$ cat src/rtl/fx_kport_pad.sv
// fx_kport_pad: pad-side model of a PC-FX K-port device (standard joypad).
// Answers the host latch/clock sequence by shifting a 32-bit device word out
// on KP_DIN (active-low, LSB first) and, in write direction, captures the
// 32-bit word the host shifts in on KP_DOUT.
module fx_kport_pad #(
  parameter logic [3:0] DEV_ID      = 4'hF,
  parameter int         SYNC_STAGES = 2
) (
  input  logic        CLK,
  input  logic        RESn,
  input  logic        CE,
  input  logic        CONNECTED,
  input  logic [15:0] BTN,
  input  logic        KP_LATCH,
  input  logic        KP_CLK,
  input  logic        KP_RW,
  input  logic        KP_DOUT,
  output logic        KP_DIN,
  output logic [31:0] RX_DATA,
  output logic        RX_VALID,
  output logic        BUSY
);

  typedef enum logic [1:0] {
    ST_IDLE  = 2'd0,
    ST_LOAD  = 2'd1,
    ST_SHIFT = 2'd2,
    ST_DONE  = 2'd3
  } state_t;

  localparam logic [5:0] WORD_BITS = 6'd32;

  // Pad inputs packed as {dout, rw, clk, latch}; idle level of every wire is 1.
  logic [3:0] r_sync [SYNC_STAGES];
  logic [1:0] r_prev;          // previous synchronized {clk, latch}

  state_t      r_state;
  logic [31:0] r_sr;
  logic [31:0] r_rx_sr;
  logic [5:0]  r_cnt;
  logic        r_rw;
  logic [31:0] r_rx_data;
  logic        r_rx_valid;

  logic [3:0]  w_sync;
  logic        w_latch, w_kclk, w_rw, w_dout;
  logic        w_latch_rise, w_latch_fall, w_clk_rise;
  logic [31:0] w_tx_word;

  state_t      w_state_nxt;
  logic [31:0] w_sr_nxt;
  logic [31:0] w_rx_sr_nxt;
  logic [5:0]  w_cnt_nxt;
  logic        w_rw_nxt;
  logic        w_rx_load;

  assign w_sync  = r_sync[SYNC_STAGES-1];
  assign w_latch = w_sync[0];
  assign w_kclk  = w_sync[1];
  assign w_rw    = w_sync[2];
  assign w_dout  = w_sync[3];

  assign w_latch_rise =  w_latch & ~r_prev[0];
  assign w_latch_fall = ~w_latch &  r_prev[0];
  assign w_clk_rise   =  w_kclk  & ~r_prev[1];

  // A disconnected port presents an all-zero word.
  assign w_tx_word = CONNECTED ? {DEV_ID, 12'h000, BTN} : 32'h0000_0000;

  // Synchronizer chain and edge-detect history, advancing only on CE.
  // NOTE: sequential state uses non-blocking (<=) so every flop samples the
  // pre-edge value of its neighbours; blocking here would collapse the chain.
  always_ff @(posedge CLK or negedge RESn) begin
    if (!RESn) begin
      for (int i = 0; i < SYNC_STAGES; i++) r_sync[i] <= 4'hF;
      r_prev <= 2'b11;
    end else if (CE) begin
      r_sync[0] <= {KP_DOUT, KP_RW, KP_CLK, KP_LATCH};
      for (int i = 1; i < SYNC_STAGES; i++) r_sync[i] <= r_sync[i-1];
      r_prev <= w_sync[1:0];
    end
  end

  // Next-state and datapath decode for the transfer state machine.
  // NOTE: every signal written here gets a hold/default value first, so no
  // path through the case leaves it unassigned and no latch is inferred.
  always_comb begin
    w_state_nxt = r_state;
    w_sr_nxt    = r_sr;
    w_rx_sr_nxt = r_rx_sr;
    w_cnt_nxt   = r_cnt;
    w_rw_nxt    = r_rw;
    w_rx_load   = 1'b0;

    case (r_state)
      ST_IDLE: begin
        if (!w_latch) w_state_nxt = ST_LOAD;
      end

      ST_LOAD: begin
        // Keep the word fresh while latch is held; clock edges are ignored.
        w_sr_nxt  = w_tx_word;
        w_cnt_nxt = 6'd0;
        if (w_latch_rise) begin
          w_rw_nxt    = w_rw;
          w_state_nxt = ST_SHIFT;
        end
      end

      ST_SHIFT: begin
        if (w_latch_fall) begin
          // Host restarted the sequence: drop the word in flight.
          w_state_nxt = ST_LOAD;
        end else if (w_clk_rise) begin
          if (r_rw) w_sr_nxt    = {1'b0, r_sr[31:1]};
          else      w_rx_sr_nxt = {~w_dout, r_rx_sr[31:1]};
          w_cnt_nxt = (r_cnt == WORD_BITS) ? r_cnt : r_cnt + 6'd1;
          if (r_cnt == WORD_BITS - 6'd1) begin
            w_state_nxt = ST_DONE;
            w_rx_load   = ~r_rw;
          end
        end
      end

      ST_DONE: begin
        w_state_nxt = ST_IDLE;
      end

      default: begin
        w_state_nxt = ST_IDLE;
      end
    endcase
  end

  // State, shift registers and received-word output registers.
  always_ff @(posedge CLK or negedge RESn) begin
    if (!RESn) begin
      r_state    <= ST_IDLE;
      r_sr       <= '0;
      r_rx_sr    <= '0;
      r_cnt      <= '0;
      r_rw       <= 1'b1;
      r_rx_data  <= '0;
      r_rx_valid <= 1'b0;
    end else if (CE) begin
      r_state    <= w_state_nxt;
      r_sr       <= w_sr_nxt;
      r_rx_sr    <= w_rx_sr_nxt;
      r_cnt      <= w_cnt_nxt;
      r_rw       <= w_rw_nxt;
      r_rx_valid <= w_rx_load;
      if (w_rx_load) r_rx_data <= w_rx_sr_nxt;
    end
  end

  // Pad output is active-low; CONNECTED masks it without waiting for a clock.
  assign KP_DIN   = ~(CONNECTED & (r_state == ST_SHIFT) & r_rw & r_sr[0]);
  assign BUSY     = (r_state == ST_SHIFT);
  assign RX_DATA  = r_rx_data;
  assign RX_VALID = r_rx_valid;

endmodule

$ cat config.mk
export PLATFORM = sky130hd
export DESIGN_NAME = fx_kport_pad
export DESIGN_NICKNAME = d
export VERILOG_FILES = /design/src/rtl/fx_kport_pad.sv
export SDC_FILE = /design/constraint.sdc
export NUM_CORES = 1
export LEC_CHECK = 0
export ABC_AREA = 1
export BUFFER_PORTS_ARGS = -buffer_cell sky130_fd_sc_hd__buf_2
export CAP_MARGIN = 40
export CORE_UTILIZATION = 58
export CTS_BUF_LIST = sky130_fd_sc_hd__clkbuf_16
export DETAILED_ROUTE_END_ITERATION = 10
export GPL_ROUTABILITY_DRIVEN = 0
export PLACE_DENSITY = 0.77
export SYNTH_ARGS = -nofsm -noshare
export SYNTH_HDL_FRONTEND = slang
export SYNTH_SLANG_ARGS = --single-unit
$ cat constraint.sdc
create_clock -name CLK -period 2 [get_ports CLK]
set_input_delay 0.4 -clock CLK [delete_from_list [all_inputs] [get_ports CLK]]
set_output_delay 0.4 -clock CLK [all_outputs]
set_load 0.005 [all_outputs]
Word level (Yosys, flattened, before mapping)
Index checks and enable logic that the tools add are counted.
{"block": "op_classes", "addsub": 1, "n_eq_ne": 13, "mux": 23, "bitwise": 12, "n_reduce_logical": 7}
{"operator": "$mux W32", "n": 8}
{"operator": "$pmux W32 S2", "n": 1}
{"operator": "$mux W6", "n": 3}
{"operator": "$reduce_and A5 Y1", "n": 3}
{"operator": "$pmux W6 S2", "n": 1}
{"operator": "$mux W2", "n": 5}
{"operator": "$ne A2 B2 Y1 const B", "n": 4}
{"operator": "$pmux W2 S4", "n": 1}
{"operator": "$add A6 B1 Y6 const B", "n": 1}
{"operator": "$and A1 B1 Y1", "n": 6}
{"operator": "$eq A6 B5 Y1 const B", "n": 1}
{"operator": "$eq A6 B6 Y1 const B", "n": 1}
{"operator": "$ne A3 B1 Y1 const B", "n": 2}
{"operator": "$not A1 Y1", "n": 6}
{"operator": "$eq A2 B2 Y1 const B", "n": 2}
{"operator": "$mux W1", "n": 4}
{"operator": "$ne A2 B1 Y1 const B", "n": 2}
{"operator": "$reduce_and A3 Y1", "n": 1}
{"operator": "$eq A2 B1 Y1 const B", "n": 1}
{"operator": "$logic_not A2 Y1", "n": 1}
{"operator": "$reduce_and A2 Y1", "n": 1}
{"operator": "$reduce_bool A2 Y1", "n": 1}
{"block": "word_totals", "ff_bits": 116, "in_bits": 24, "out_inout_bits": 35, "elab_cells": 66}

Depth between registers and ports, before layout
{"block": "depth", "depth_word": 6, "ltp_mapped": 9}

Worst setup path before layout
Ideal clock, no wire load.
{"block": "synth_timing", "path_kind": "register -> register", "from": "reg r_sync, in the netlist w_sync[0]", "to": "reg r_rx_data[14], in the netlist RX_DATA[14]", "setup_time_ns": 0.123, "t_arrival_ns": 1.326, "t_required_ns": 1.877, "path_slack_ns": 0.550, "path_stages_with_launch": 9, "path_buffers": 1, "period_less_slack_ns": 1.450, "path_cell_list": "dfstp_2 -> inv_1 -> nand2_1 -> nand2_1 -> nor2_4 -> buf_1 -> nand2_1 -> nand2_1 -> o21ai_1"}
{"block": "synth_via", "elab_chain_len": 5}
{"element": "from (decl)", "line_no": "34", "source": "logic [3:0] r_sync [SYNC_STAGES];"}
{"element": "$not A1 Y1 *", "line_no": "64", "source": "assign w_latch_fall = ~w_latch & r_prev[0];"}
{"element": "$and A1 B1 Y1 *", "line_no": "64"}
{"element": "$mux W1", "line_no": "111", "source": "if (w_latch_fall) begin"}
{"element": "$mux W1", "line_no": "95", "source": "case (r_state)"}
{"element": "$reduce_and A2 Y1 (no line)"}
{"element": "to (signal assigned)", "line_no": "152", "source": "if (w_rx_load) r_rx_data <= w_rx_sr_nxt;"}
{"element": "to (decl)", "line_no": "42", "source": "logic [31:0] r_rx_data;"}
Mark *: on every way between the ends. The rest lies on a longest branch, timed or not.
A chain may end at the register's enable or synchronous reset.

Final worst setup path
{"block": "layout_timing", "from": "reg r_state[1]", "to": "out KP_DIN"}
{"block": "layout_via", "elab_chain_len": 5}
{"element": "from (decl)", "line_no": "37", "source": "state_t r_state;"}
{"element": "from (signal assigned)", "line_no": "146", "source": "r_state <= w_state_nxt;"}
{"element": "$eq A2 B2 Y1", "line_no": "157", "source": "assign KP_DIN = ~(CONNECTED & (r_state == ST_SHIFT) & r_rw & r_sr[0]);"}
{"element": "$and A1 B1 Y1 (3 in a row)", "line_no": "157"}
{"element": "$not A1 Y1", "line_no": "157"}
{"element": "to (decl)", "line_no": "18", "source": "output logic KP_DIN,"}
Every way passes these cells.

==> impl_metrics.env <==
export IMPL_status="finished clean"
export IMPL_htree_levels=4
export IMPL_fin_tns_setup_ps=0
export IMPL_rr_startpoint="w_sync[0]"
export IMPL_worstMarginPinSlew_ps=482
export IMPL_ir_drop_mv=0.609
export IMPL_multi_input_area_sq_um=2050
export IMPL_syn_nets=716
export IMPL_design_area_sq_um=6310
export IMPL_routed_wl_um=11600
export IMPL_cts_tree="built"
export IMPL_initialDrtViolationCount=240
export IMPL_die_h_um=97.3
export IMPL_area_delta_synth_final_pct=19.8
export IMPL_syn_area_per_cell_sq_um=7.64
export IMPL_grt_pass1_vias=4547
export IMPL_cpPeakStageDelay_ps=410
export IMPL_nets=777
export IMPL_cts_sinks=116
export IMPL_yosys_warnings=0
export IMPL_holdPathStages=3
export IMPL_post_dp_cell_area_sq_um=5680
export IMPL_start_util=0.601
export IMPL_cp_num_buf_inv=3
export IMPL_antenna_left=0
export IMPL_min_to="r_sync[4]"
export IMPL_root_buffer="clkbuf_16"
export IMPL_hold_violations=0
export IMPL_setup_viol=0
export IMPL_clock_path_buffers=2
export IMPL_grtUsageTotal=0.268
export IMPL_clk_pin_slew_ps=60
export IMPL_crit_path_end_kind="output port"
export IMPL_antenna_diode_count=0
export IMPL_drtPass1Iterations=7
export IMPL_period_minus_slack_ps=1890
export IMPL_route_detailed_drc=0
export IMPL_grt_pass1_wl_um=20500
export IMPL_min_path_type="input pin to flip-flop"
export IMPL_reg2reg_depth=8
export IMPL_path_max_fanout=39
export IMPL_slew_viol_final=0
export IMPL_whs_ps=192
export IMPL_start_kind="flip-flop"
export IMPL_cts_buffers_inserted=17
export IMPL_cts_setup_buffers=0
export IMPL_ioPinCount=59
export IMPL_min_from="KP_LATCH"
export IMPL_ys_types=23
export IMPL_dpl_hpwl_um=7330
export IMPL_ys_seq_area_frac=0.554
export IMPL_crit_arrival_ps=1490
export IMPL_grt_setup_unrepaired="false"
export IMPL_power_density_nw_per_um2=1120
export IMPL_syn_area_sq_um=5270
export IMPL_vias_per_cell=5.17
export IMPL_synthesis_instances=690
export IMPL_grt_overflow=0
export IMPL_grt_max_degree=58
export IMPL_cellLeakagePower_uw=0.00337
export IMPL_rows=34
export IMPL_seqCellArea_sq_um=2920
export IMPL_die_x_um=97.3
export IMPL_antenna_found_initial=0
export IMPL_clk_latency_ps=410
export IMPL_fmax_mhz=528
export IMPL_fin_crit_sh=0.947
export IMPL_crit_type="flip-flop to output port"
export IMPL_crit_required_ps=1600
export IMPL_die_area_sq_um=9470
export IMPL_synth_seq_cells=116
export IMPL_layout_common_cells="nand2_1 (407), dfrtp_1 (105), buf_2 (57)"
export IMPL_final_util=0.720
export IMPL_worst_path_max_delay_cell="dfrtp_1"
export IMPL_layout_commonest_cell="nand2_1"
export IMPL_power_uw=7090
export IMPL_rrSetupSlack_ps=230
export IMPL_core_area_sq_um=8760
export IMPL_worstReg2RegEnd="RX_DATA[13]"
export IMPL_skew_ps=7.21
export IMPL_timing_slew_headroom=0.678
export IMPL_num_vias=4511
export IMPL_post_drt_wl_per_cell_um=13.3
export IMPL_crit_family="buffers and inverters"
export IMPL_cap_violations=0
export IMPL_layout_drive_gt1_share=0.165
export IMPL_fillers=645
export IMPL_io_buffers=58
export IMPL_crit_chain="inv_2 -> nor2_4 -> buf_12 -> nand4_1 -> buf_2"
synthesized netlist by cell type:
master,n,share of area
buf_2,22,0.021
nand2_2,1,0.0012
inv_1,35,0.025
o21ai_0,24,0.023
a21oi_1,1,0.00095
a21oi_2,1,0.0017
nor4_1,1,0.0012
nand4_1,1,0.0012
dfrtp_1,105,0.50
ha_1,2,0.0047
nor2_4,2,0.0043
nand3b_1,1,0.0014
nand3_2,2,0.0038
o21ai_1,39,0.037
buf_1,3,0.0021
nand3_1,9,0.0085
clkbuf_1,5,0.0036
inv_2,4,0.0028
buf_4,2,0.0028
nor2_1,10,0.0071
dfstp_2,11,0.055
xor2_1,2,0.0033
nand2_1,407,0.29
worst max-delay path by stage:
stage	depth (start not counted)	end	startpoint	slack (ps)
final	5	KP_DIN	r_state[1]	110
after global routing	5	KP_DIN	r_state[1]	30
after CTS	5	KP_DIN	r_state[1]	5
after detailed placement	9	RX_DATA[0]	w_sync[0]	290
after global placement	8	r_sr[2]	r_state[1]	350
after floorplan	8	RX_DATA[14]	w_sync[0]	550
stage by stage:
stage / worst slack, ps / cells
detailed placement: 287 / 839
finish: 106 / 872
CTS: 5.07 / 872
floorplan: 550 / 690
global route: 32.6 / 872
global placement: 346 / 839
flip-flops by register name (all words and copies together), names as in the netlist:
signal	cells
w_sync	4
RX_VALID	1
r_prev	2
r_rw	1
r_sr	32
r_sync	4
r_state	2
r_cnt	6
r_rx_sr	32
RX_DATA	32
worst min-delay path: stages:
cell     delay [ps]
buf_2           100
nand2_1          50
nand2_1          50
cells by family after synthesis:
family | count (synthesis) | share of synthesized area
AO/OA/AOI/OAI | 65 | 0.0625
XOR/XNOR | 2 | 0.00333
buffers and inverters | 71 | 0.0572
adder cells (fa/ha/maj) | 2 | 0.00475
AND/OR/NAND/NOR | 434 | 0.319
flip-flops | 116 | 0.554
where the power goes:
part	internal (uW)	leakage, uW	switching, uW
Sequential	2640	0.00156	177
Combinational	377	0.00153	809
Clock	1970	0.000286	1120
Total	4980	0.00337	2110
per-layer routing:
layer	share of wire	routed length, um	vias to the layer above	global-route usage
met5	0	0	-	0
met3	0.051	591	20	0.0583
met4	0.013	148	0	0.0905
met2	0.51	5970	147	0.462
li1	-	-	2225	-
met1	0.42	4910	2119	0.335
area by class of cell:
type / instances / area share
sequential: 116 / 0.462
multi-input combinational: 503 / 0.325
timing repair buffer: 74 / 0.0718
clock buffer: 17 / 0.0674
clock inverter: 15 / 0.0290
inverter: 39 / 0.0232
tap: 108 / 0.0214
timing repair:
action	CTS	global route
endpoints found under the setup margin	1	1
hold buffers	1	0
resized for setup	1	2
hold endpoints to repair	21	0
pin swaps	0	0
gates cloned	0	0
Power figures use the tool's default switching activity.
